$ cat config.mk
export PLATFORM = sky130hd
export DESIGN_NAME = fb_writer
export DESIGN_NICKNAME = d
export VERILOG_FILES = /design/src/rtl/fb_writer_pkg.sv /design/src/rtl/fb_wr_fifo.sv /design/src/rtl/fb_writer.sv
export SDC_FILE = /design/constraint.sdc
export NUM_CORES = 1
export LEC_CHECK = 0
export ABC_CLOCK_PERIOD_IN_PS = 2700
export BUFFER_PORTS_ARGS = -buffer_cell sky130_fd_sc_hd__buf_2
export CORE_MARGIN = 2
export CORE_UTILIZATION = 50
export DETAILED_ROUTE_END_ITERATION = 16
export PLACE_DENSITY = 0.69
export SLEW_MARGIN = 10
export SYNTH_ARGS = -nofsm -noshare
export SYNTH_HDL_FRONTEND = slang
export SYNTH_SLANG_ARGS = --single-unit
$ cat constraint.sdc
create_clock -name clk -period 2.7 [get_ports clk]
set_clock_uncertainty 0.15 [all_clocks]
set_input_delay 0.54 -clock clk [delete_from_list [all_inputs] [get_ports clk]]
set_output_delay 0.54 -clock clk [all_outputs]
set_load 0.02 [all_outputs]
$ cat src/rtl/fb_writer_pkg.sv
// Shared constants for the framebuffer writer: default geometry and FSM state encoding.
package fb_writer_pkg;
  localparam int A_DEF     = 12;
  localparam int D_DEF     = 8;
  localparam int DEPTH_DEF = 4;

  localparam logic [1:0] ST_IDLE  = 2'd0;
  localparam logic [1:0] ST_WRITE = 2'd1;
  localparam logic [1:0] ST_FILL  = 2'd2;
endpackage

$ cat src/rtl/fb_wr_fifo.sv
// Small synchronous FIFO for queued framebuffer writes; exposes the head and the entry behind it
// so the writer can preload its registered RAM outputs one cycle ahead.
module fb_wr_fifo #(
  parameter int W     = 20,
  parameter int DEPTH = 4
) (
  input  logic                         clk,
  input  logic                         reset,
  input  logic                         push,
  input  logic                         pop,
  input  logic [W-1:0]                 wdata,
  output logic [W-1:0]                 head,
  output logic [W-1:0]                 head2,
  output logic [$clog2(DEPTH+1)-1:0]   count,
  output logic                         full,
  output logic                         empty
);
  localparam int PW = (DEPTH > 1) ? $clog2(DEPTH) : 1;
  localparam int CW = $clog2(DEPTH+1);

  logic [W-1:0]  mem [DEPTH];
  logic [PW-1:0] wr_ptr, rd_ptr, rd_ptr_inc;
  logic          do_push, do_pop;

  assign do_push    = push && !full;
  assign do_pop     = pop && !empty;
  assign rd_ptr_inc = rd_ptr + PW'(1);
  assign head       = mem[rd_ptr];
  assign head2      = mem[rd_ptr_inc];
  assign full       = (count == CW'(DEPTH));
  assign empty      = (count == '0);

  always_ff @(posedge clk or negedge reset) begin
    if (!reset) begin
      wr_ptr <= '0;
      rd_ptr <= '0;
      count  <= '0;
    end else begin
      if (do_push) wr_ptr <= wr_ptr + PW'(1);
      if (do_pop)  rd_ptr <= rd_ptr_inc;
      if (do_push && !do_pop)      count <= count + CW'(1);
      else if (do_pop && !do_push) count <= count - CW'(1);
    end
  end

  always_ff @(posedge clk) begin
    if (do_push) mem[wr_ptr] <= wdata;
  end
endmodule

$ cat src/rtl/fb_writer.sv
// Framebuffer writer: queues host pixel writes or fills the whole buffer, and only drives
// the RAM during blanking (display_on=0).
module fb_writer
  import fb_writer_pkg::*;
#(
  parameter int A     = A_DEF,
  parameter int D     = D_DEF,
  parameter int DEPTH = DEPTH_DEF
) (
  input  logic         clk,
  input  logic         reset,
  input  logic         display_on,
  input  logic         req_valid,
  output logic         req_ready,
  input  logic [A-1:0] req_addr,
  input  logic [D-1:0] req_data,
  input  logic         fill_start,
  input  logic [D-1:0] fill_value,
  output logic         busy,
  output logic         ram_we,
  output logic [A-1:0] ram_addr,
  output logic [D-1:0] ram_wdata
);
  localparam int CW = $clog2(DEPTH+1);

  logic [1:0]     state;
  logic [A-1:0]   fill_cnt;
  logic [CW-1:0]  cnt;
  logic           full, empty, push, pop, fill_go;
  logic [A+D-1:0] head, head2, nxt;

  assign req_ready = !full && (state != ST_FILL);
  assign push      = req_valid && req_ready;
  assign pop       = (state == ST_WRITE) && !display_on;
  assign ram_we    = ((state == ST_WRITE) || (state == ST_FILL)) && !display_on;
  assign busy      = (cnt != '0) || (state == ST_FILL);
  assign fill_go   = (state == ST_IDLE) && fill_start && empty && !push;

  fb_wr_fifo #(.W(A+D), .DEPTH(DEPTH)) u_fifo (
    .clk   (clk),
    .reset (reset),
    .push  (push),
    .pop   (pop),
    .wdata ({req_addr, req_data}),
    .head  (head),
    .head2 (head2),
    .count (cnt),
    .full  (full),
    .empty (empty)
  );

  // Entry that will sit at the FIFO head after this edge, so the RAM outputs are ready one cycle after acceptance
  always_comb begin
    nxt = {ram_addr, ram_wdata};
    if (pop) begin
      if (cnt > CW'(1)) nxt = head2;
      else if (push)    nxt = {req_addr, req_data};
    end else if (!empty) begin
      nxt = head;
    end else if (push) begin
      nxt = {req_addr, req_data};
    end
  end

  always_ff @(posedge clk or negedge reset) begin
    if (!reset) begin
      state     <= ST_IDLE;
      fill_cnt  <= '0;
      ram_addr  <= '0;
      ram_wdata <= '0;
    end else begin
      case (state)
        ST_IDLE: begin
          if (push || !empty) begin
            state <= ST_WRITE;
          end else if (fill_go) begin
            state    <= ST_FILL;
            fill_cnt <= '0;
          end
        end
        ST_WRITE: begin
          if (pop && (cnt == CW'(1)) && !push) state <= ST_IDLE;
        end
        ST_FILL: begin
          if (ram_we) begin
            if (fill_cnt == '1) state <= ST_IDLE;
            else                fill_cnt <= fill_cnt + A'(1);
          end
        end
        default: state <= ST_IDLE;
      endcase

      // During a fill ram_wdata keeps the value latched at fill_start
      if (state == ST_FILL) begin
        if (ram_we && (fill_cnt != '1)) ram_addr <= fill_cnt + A'(1);
      end else if (fill_go) begin
        ram_addr  <= '0;
        ram_wdata <= fill_value;
      end else begin
        {ram_addr, ram_wdata} <= nxt;
      end
    end
  end
endmodule

==> impl_metrics.toml, run 1 <==
[yosys]
synth_seq_cells = 121
synth_top_cell_area_share_pct = 37.66
synth_common_cells = "80 x edfxtp_1, 41 x dfrtp_1, 37 x nand3_1"
synth_area_leaders = "edfxtp_1 38%, dfrtp_1 16%, mux4_2 11%"
ys_warn_count = 0
synth-edff-count = 80
syn-cell-area_um2 = 6379
syn-num-nets = 533
synth_top_flop_cell = "edfxtp_1"
synthCells = 487
yosys.area.top_type = "edfxtp_1"
syn_avg_cell_area_um2 = 13.10
ys_types = 48
synthArstFlopShare_pct = 33.88
seq_area_frac_synth_pct = 53.75
synth_most_common_cell = "edfxtp_1"

[clock_tree]
post_cts_buffers = 0
cts_htree_levels = 4
clock_latency_ns = 0.41
max-clock-path-buffers = 2
root_buffer = "clkbuf_16"
cts.sinks = 121
cts_tree = "yes"
cts_hold_buf = 0
numCtsBuffers = 17
path_clk_slew_ns = 0.05

[sta]
timing.setup.tns_ns = 0
timing.hold.ws_ns = -0.01106
drv_slew = 0
post-route-period-util_pct = 94.19
rsz0062_at_grt = "false"
setup_viol = 0
worst_pin_slew_ns = 0.6191
period_needed_ns = 2.543
finalHoldViolCount = 17
slew_headroom_pct = 58.64
fmax_ghz = 0.3932

[worst_setup_path]
worstSetupPathType = "flip-flop to primary output"
cp_cell_sequence = "inv_1 -> ha_1 -> buf_4 -> clkinvlp_4 -> nand2_1 -> buf_2"
start_kind = "flip-flop"
r2r_setup_slack_ns = 0.33
slowest_delay_ns = 0.39
cp-end-kind = "primary output"
cp_data_required_time_ns = 2.01
crit_path_top_delay_cell = "dfrtp_1"
cp.arrival_ns = 1.85
path_max_fanout = 9
cp_num_buf_inv = 4
crit_family = "buffers and inverters"

[global_routing]
track_usage_pct = 23.16
grt_start_max_net_pins = 45
grt_pass1_vias = 4394
antenna_found_initial = 0
grt_pass1_wl_mm = 23.45
grt_remaining_overflow = 0

[detailed_routing]
vias = 4467
drt_iter0_drc = 445
wirelength_mm = 14.87
wl_per_cell_um = 20.12
firstDrtPassIters = 5
viasPerCell = 6.045
drcViolationCount = 0
drtAntennaViolNets = 0

[placement]
dp_hpwl_mm = 10.14
dp.cells = 707
place_congestion = 0.8767
port_buffers = 55
placed_area_um2 = 6879

[floorplan]
dieArea_um2 = 13680
start_util_pct = 50.96
die_w_um = 116.9
rows = 41
io_pins = 56
die_h_um = 116.9
core_area_um2 = 12520

[power_and_ir_drop]
p_leak_nw = 2.827
ir_drop_mv = 0.5317
p_per_area_nw_per_um2 = 1183

[finish]
nets = 600
final_area_um2 = 7470
instances_no_fill = 739
utilization_pct = 59.68
final_layout_size_suffix_gt1_share_pct = 26.28
syn_to_final_growth_pct = 17.10
antennaDiodeCount = 0

[status]
violations = "negative hold slack"
status = "complete, but fails checks"

[worst_hold_path]
hp-class = "primary input to async pin"

[job]
drv_cap = 0
## placed cells by master (no fill, tap or decap), types with 8 or more instances in the layout
cell type / synthesis / final
clkbuf_16: 0 / 17
o21ai_0: 33 / 33
dfrtp_1: 41 / 39
o21ai_1: 16 / 16
a22oi_1: 14 / 14
xnor2_1: 14 / 14
buf_2: 6 / 55
nand3_1: 37 / 37
inv_1: 19 / 19
nor2_1: 26 / 26
a31oi_1: 10 / 10
a22o_1: 20 / 20
buf_4: 5 / 21
nand2_1: 24 / 24
ha_1: 13 / 13
mux4_2: 31 / 31
edfxtp_1: 80 / 80
mux4_1: 8 / 8
a21oi_1: 18 / 18
## report_power, final
part	internal, mW	total [mW]	switching (mW)
clock network	1.43	2.22	0.791
registers	2.50	2.81	0.313
logic	1.70	3.80	2.11
## worst reg2reg max path, stage by stage (launching register included)
cell	delay, ns
dfrtp_1	0.38
inv_1	0.10
ha_1	0.24
nor2b_1	0.44
nand3_1	0.47
a22oi_1	0.30
nor2_1	0.06
a21oi_1	0.16
## metrics by stage
step / setup slack, ns / total power [mW]
final: 0.1568 / 8.835
after CTS: 0.02921 / 8.854
after floorplan: 0.3295 / 5.650
after detailed placement: 0.3618 / 6.601
after global routing: 0.001054 / 9.340
after global placement: 0.4849 / 6.480
## metal layers
metal	track usage, %	share of wire, %	vias up
li1	-	-	2041
met1	32.08	44	2220
met2	35.72	48	178
met3	5.304	5.8	28
met4	9.569	1.8	0
met5	0	0	-
## flip-flops by register name (all words and copies together), names as in the netlist
| name | cells |
|---|---|
| u_fifo.wr_ptr | 2 |
| u_fifo.count | 3 |
| u_fifo.mem | 80 |
| state | 2 |
| ram_wdata | 8 |
| u_fifo.rd_ptr | 2 |
| fill_cnt | 12 |
| ram_addr | 12 |
## what timing repair did
action,in CTS,in global routing
hold endpoints to repair,0,0
gates resized for setup,0,2
setup endpoints to repair,0,1
## logic make-up after synthesis
kind of cell | count (synthesis) | synth area share [%]
and+or+nand+nor | 111 | 8.513
buffers and inverters | 52 | 4.531
xor gates and xnor gates | 16 | 2.197
adders and majority gates | 13 | 2.550
AOI/OAI and AO/OA | 129 | 13.26
muxes | 45 | 15.20
DFF | 121 | 53.75
## path summary, 6_finish.rpt
path                       cells after the start          start      endpoint
max in group asynchronous                      2          reset   ram_addr[7]
setup / recovery                               6       state[0]          busy
hold reg to reg                                2   ram_wdata[0]  ram_wdata[0]
hold / removal                                 1          reset   fill_cnt[7]
setup reg to reg                               7       state[1]  ram_wdata[5]
min in group clk                               3  fill_value[3]  ram_wdata[3]
## final cells by class
type | count | area (um2)
Tap cell | 172 | 215.2
Multi-Input combinational cell | 314 | 2664
Clock inverter | 15 | 158.9
Inverter | 21 | 82.58
Sequential cell | 121 | 3431
Fill cell | 1018 | 5047
Clock buffer | 17 | 425.4
Timing Repair Buffer | 79 | 493.0
Note: power is estimated with default switching activity, not from simulation.
==> run 2, diff against run 1 <==
Settings changed: PLACE_DENSITY 0.69 to default, PLACE_DENSITY_LB_ADDON from default to 0.2.
==> impl_metrics.toml, run 2 (same netlist as run 1, synthesis figures left out) <==
[worst_setup_path]
cp_data_required_time_ns = 2.01
cp.arrival_ns = 1.86
slowest_delay_ns = 0.44
crit_path_top_delay_cell = "dfrtp_1"
r2r_end = "u_fifo.count[2]"
crit_family = "buffers and inverters"
path_max_fanout = 19
cp-endpoint = "req_ready"
worstRegToRegCells = 8
reg2reg_from = "u_fifo.count[0]"
cp-end-kind = "primary output"
worstSetupPathType = "flip-flop to primary output"
cp_cell_sequence = "inv_1 -> ha_1 -> and2_1 -> buf_4 -> nor2_1 -> buf_2"
cp_num_buf_inv = 3
start_kind = "flip-flop"
r2r_setup_slack_ns = 0.43
crit_path_start = "u_fifo.count[0]"
cp_num_cells = 6

[finish]
layout_common_cells = "80 x edfxtp_1, 55 x buf_2, 39 x dfrtp_1"
final_common_cell = "edfxtp_1"
nets = 598
final_layout_size_suffix_gt1_share_pct = 26.29
antennaDiodeCount = 0
largest_reg_flops = 80
final_area_um2 = 7427
largest-register = "u_fifo.mem"
syn_to_final_growth_pct = 16.44
nFillCells = 1005
top_regs = "u_fifo.mem: 80 flops, fill_cnt: 12 flops, ram_addr: 12 flops"

[detailed_routing]
firstDrtPassIters = 4
wl_per_cell_um = 19.98
vias = 4431
met2_length_mm = 7.038
drt_iter0_drc = 496
wl_met1_mm = 6.571
dr_wl_met3_um = 951
drcViolationCount = 0
viasPerCell = 6.029
drtAntennaViolNets = 0
top_layer = "met4"
wirelength_mm = 14.68

[job]
drv_cap = 0

[floorplan]
dieArea_um2 = 13680
io_pins = 56
rows = 41
die_h_um = 116.9
start_util_pct = 50.96
core_area_um2 = 12520
die_w_um = 116.9

[clock_tree]
root_buffer = "clkbuf_16"
path_clk_slew_ns = 0.05
clock_latency_ns = 0.42
cts_htree_levels = 4
max-clock-path-buffers = 2
cts_hold_buf = 0
post_cts_buffers = 0
numCtsBuffers = 17
cts.sinks = 121
cts_tree = "yes"
ctsResizeCount = 0

[sta]
drv_slew = 0
finalHoldViolCount = 0
slew_headroom_pct = 35.05
period_needed_ns = 2.549
post-route-period-util_pct = 94.41
worst_pin_slew_ns = 0.9743
fmax_ghz = 0.3923
timing.setup.tns_ns = 0
setup_viol = 0
rsz0062_at_grt = "false"

[global_routing]
antenna_found_initial = 0
grt_pass1_vias = 4308
grt_pass1_wl_mm = 23.12
grt_remaining_overflow = 0
grt_start_max_net_pins = 42
track_usage_pct = 23.14

[worst_hold_path]
hp-class = "primary input to async pin"

[placement]
place_congestion = 0.8970
dp_hpwl_mm = 10.21
placed_area_um2 = 6852
port_buffers = 55

[power_and_ir_drop]
p_per_area_nw_per_um2 = 1185
p_leak_nw = 2.809
ir_drop_mv = 0.6478

[status]
status = "completed"
run 2: worst min path at each step:
| stage | start | endpoint | cells after the start |
|---|---|---|---|
| after floorplan | reset | fill_cnt[0] | 0 |
| after global placement | state[0] | state[0] | 1 |
| after detailed placement | ram_wdata[3] | ram_wdata[3] | 2 |
| after CTS | reset | fill_cnt[6] | 1 |
| after global routing | reset | fill_cnt[7] | 1 |
| final | reset | fill_cnt[6] | 1 |
run 2: area by class of cell:
cell class	count	area, um2	area share [%]
Sequential cell	121	3431	46.19
Multi-Input combinational cell	314	2666	35.90
Timing Repair Buffer	77	465.4	6.267
Clock buffer	21	440.4	5.930
Tap cell	172	215.2	2.898
Clock inverter	9	126.4	1.701
Inverter	21	82.58	1.112
run 2: power by group:
part	switching [mW]	leakage, nW	internal, mW	total [mW]
clock network	0.777	0.277	1.43	2.21
logic	1.99	1.29	1.69	3.68
registers	0.413	1.24	2.50	2.91
run 2: metrics by stage:
step                      utilization, %  hold WS [ns]  setup WS (ns)  total power [mW]  std cells
final                              59.34        0.1269         0.1508             8.799        735
after global routing               59.34        0.1998        0.07656             9.326        735
after CTS                          59.27        0.1517        0.02928             8.812        735
after detailed placement           54.74        0.3892         0.3775             6.576        705
after global placement             54.74        0.3725         0.4641             6.491        705
after floorplan                        -       0.09441         0.3295             5.650        487
run 2: layer usage:
layer	global-route usage, %	up-vias
met3	6.694	10
li1	-	2029
met4	6.667	0
met5	0	-
met1	32.45	2229
met2	35.65	163
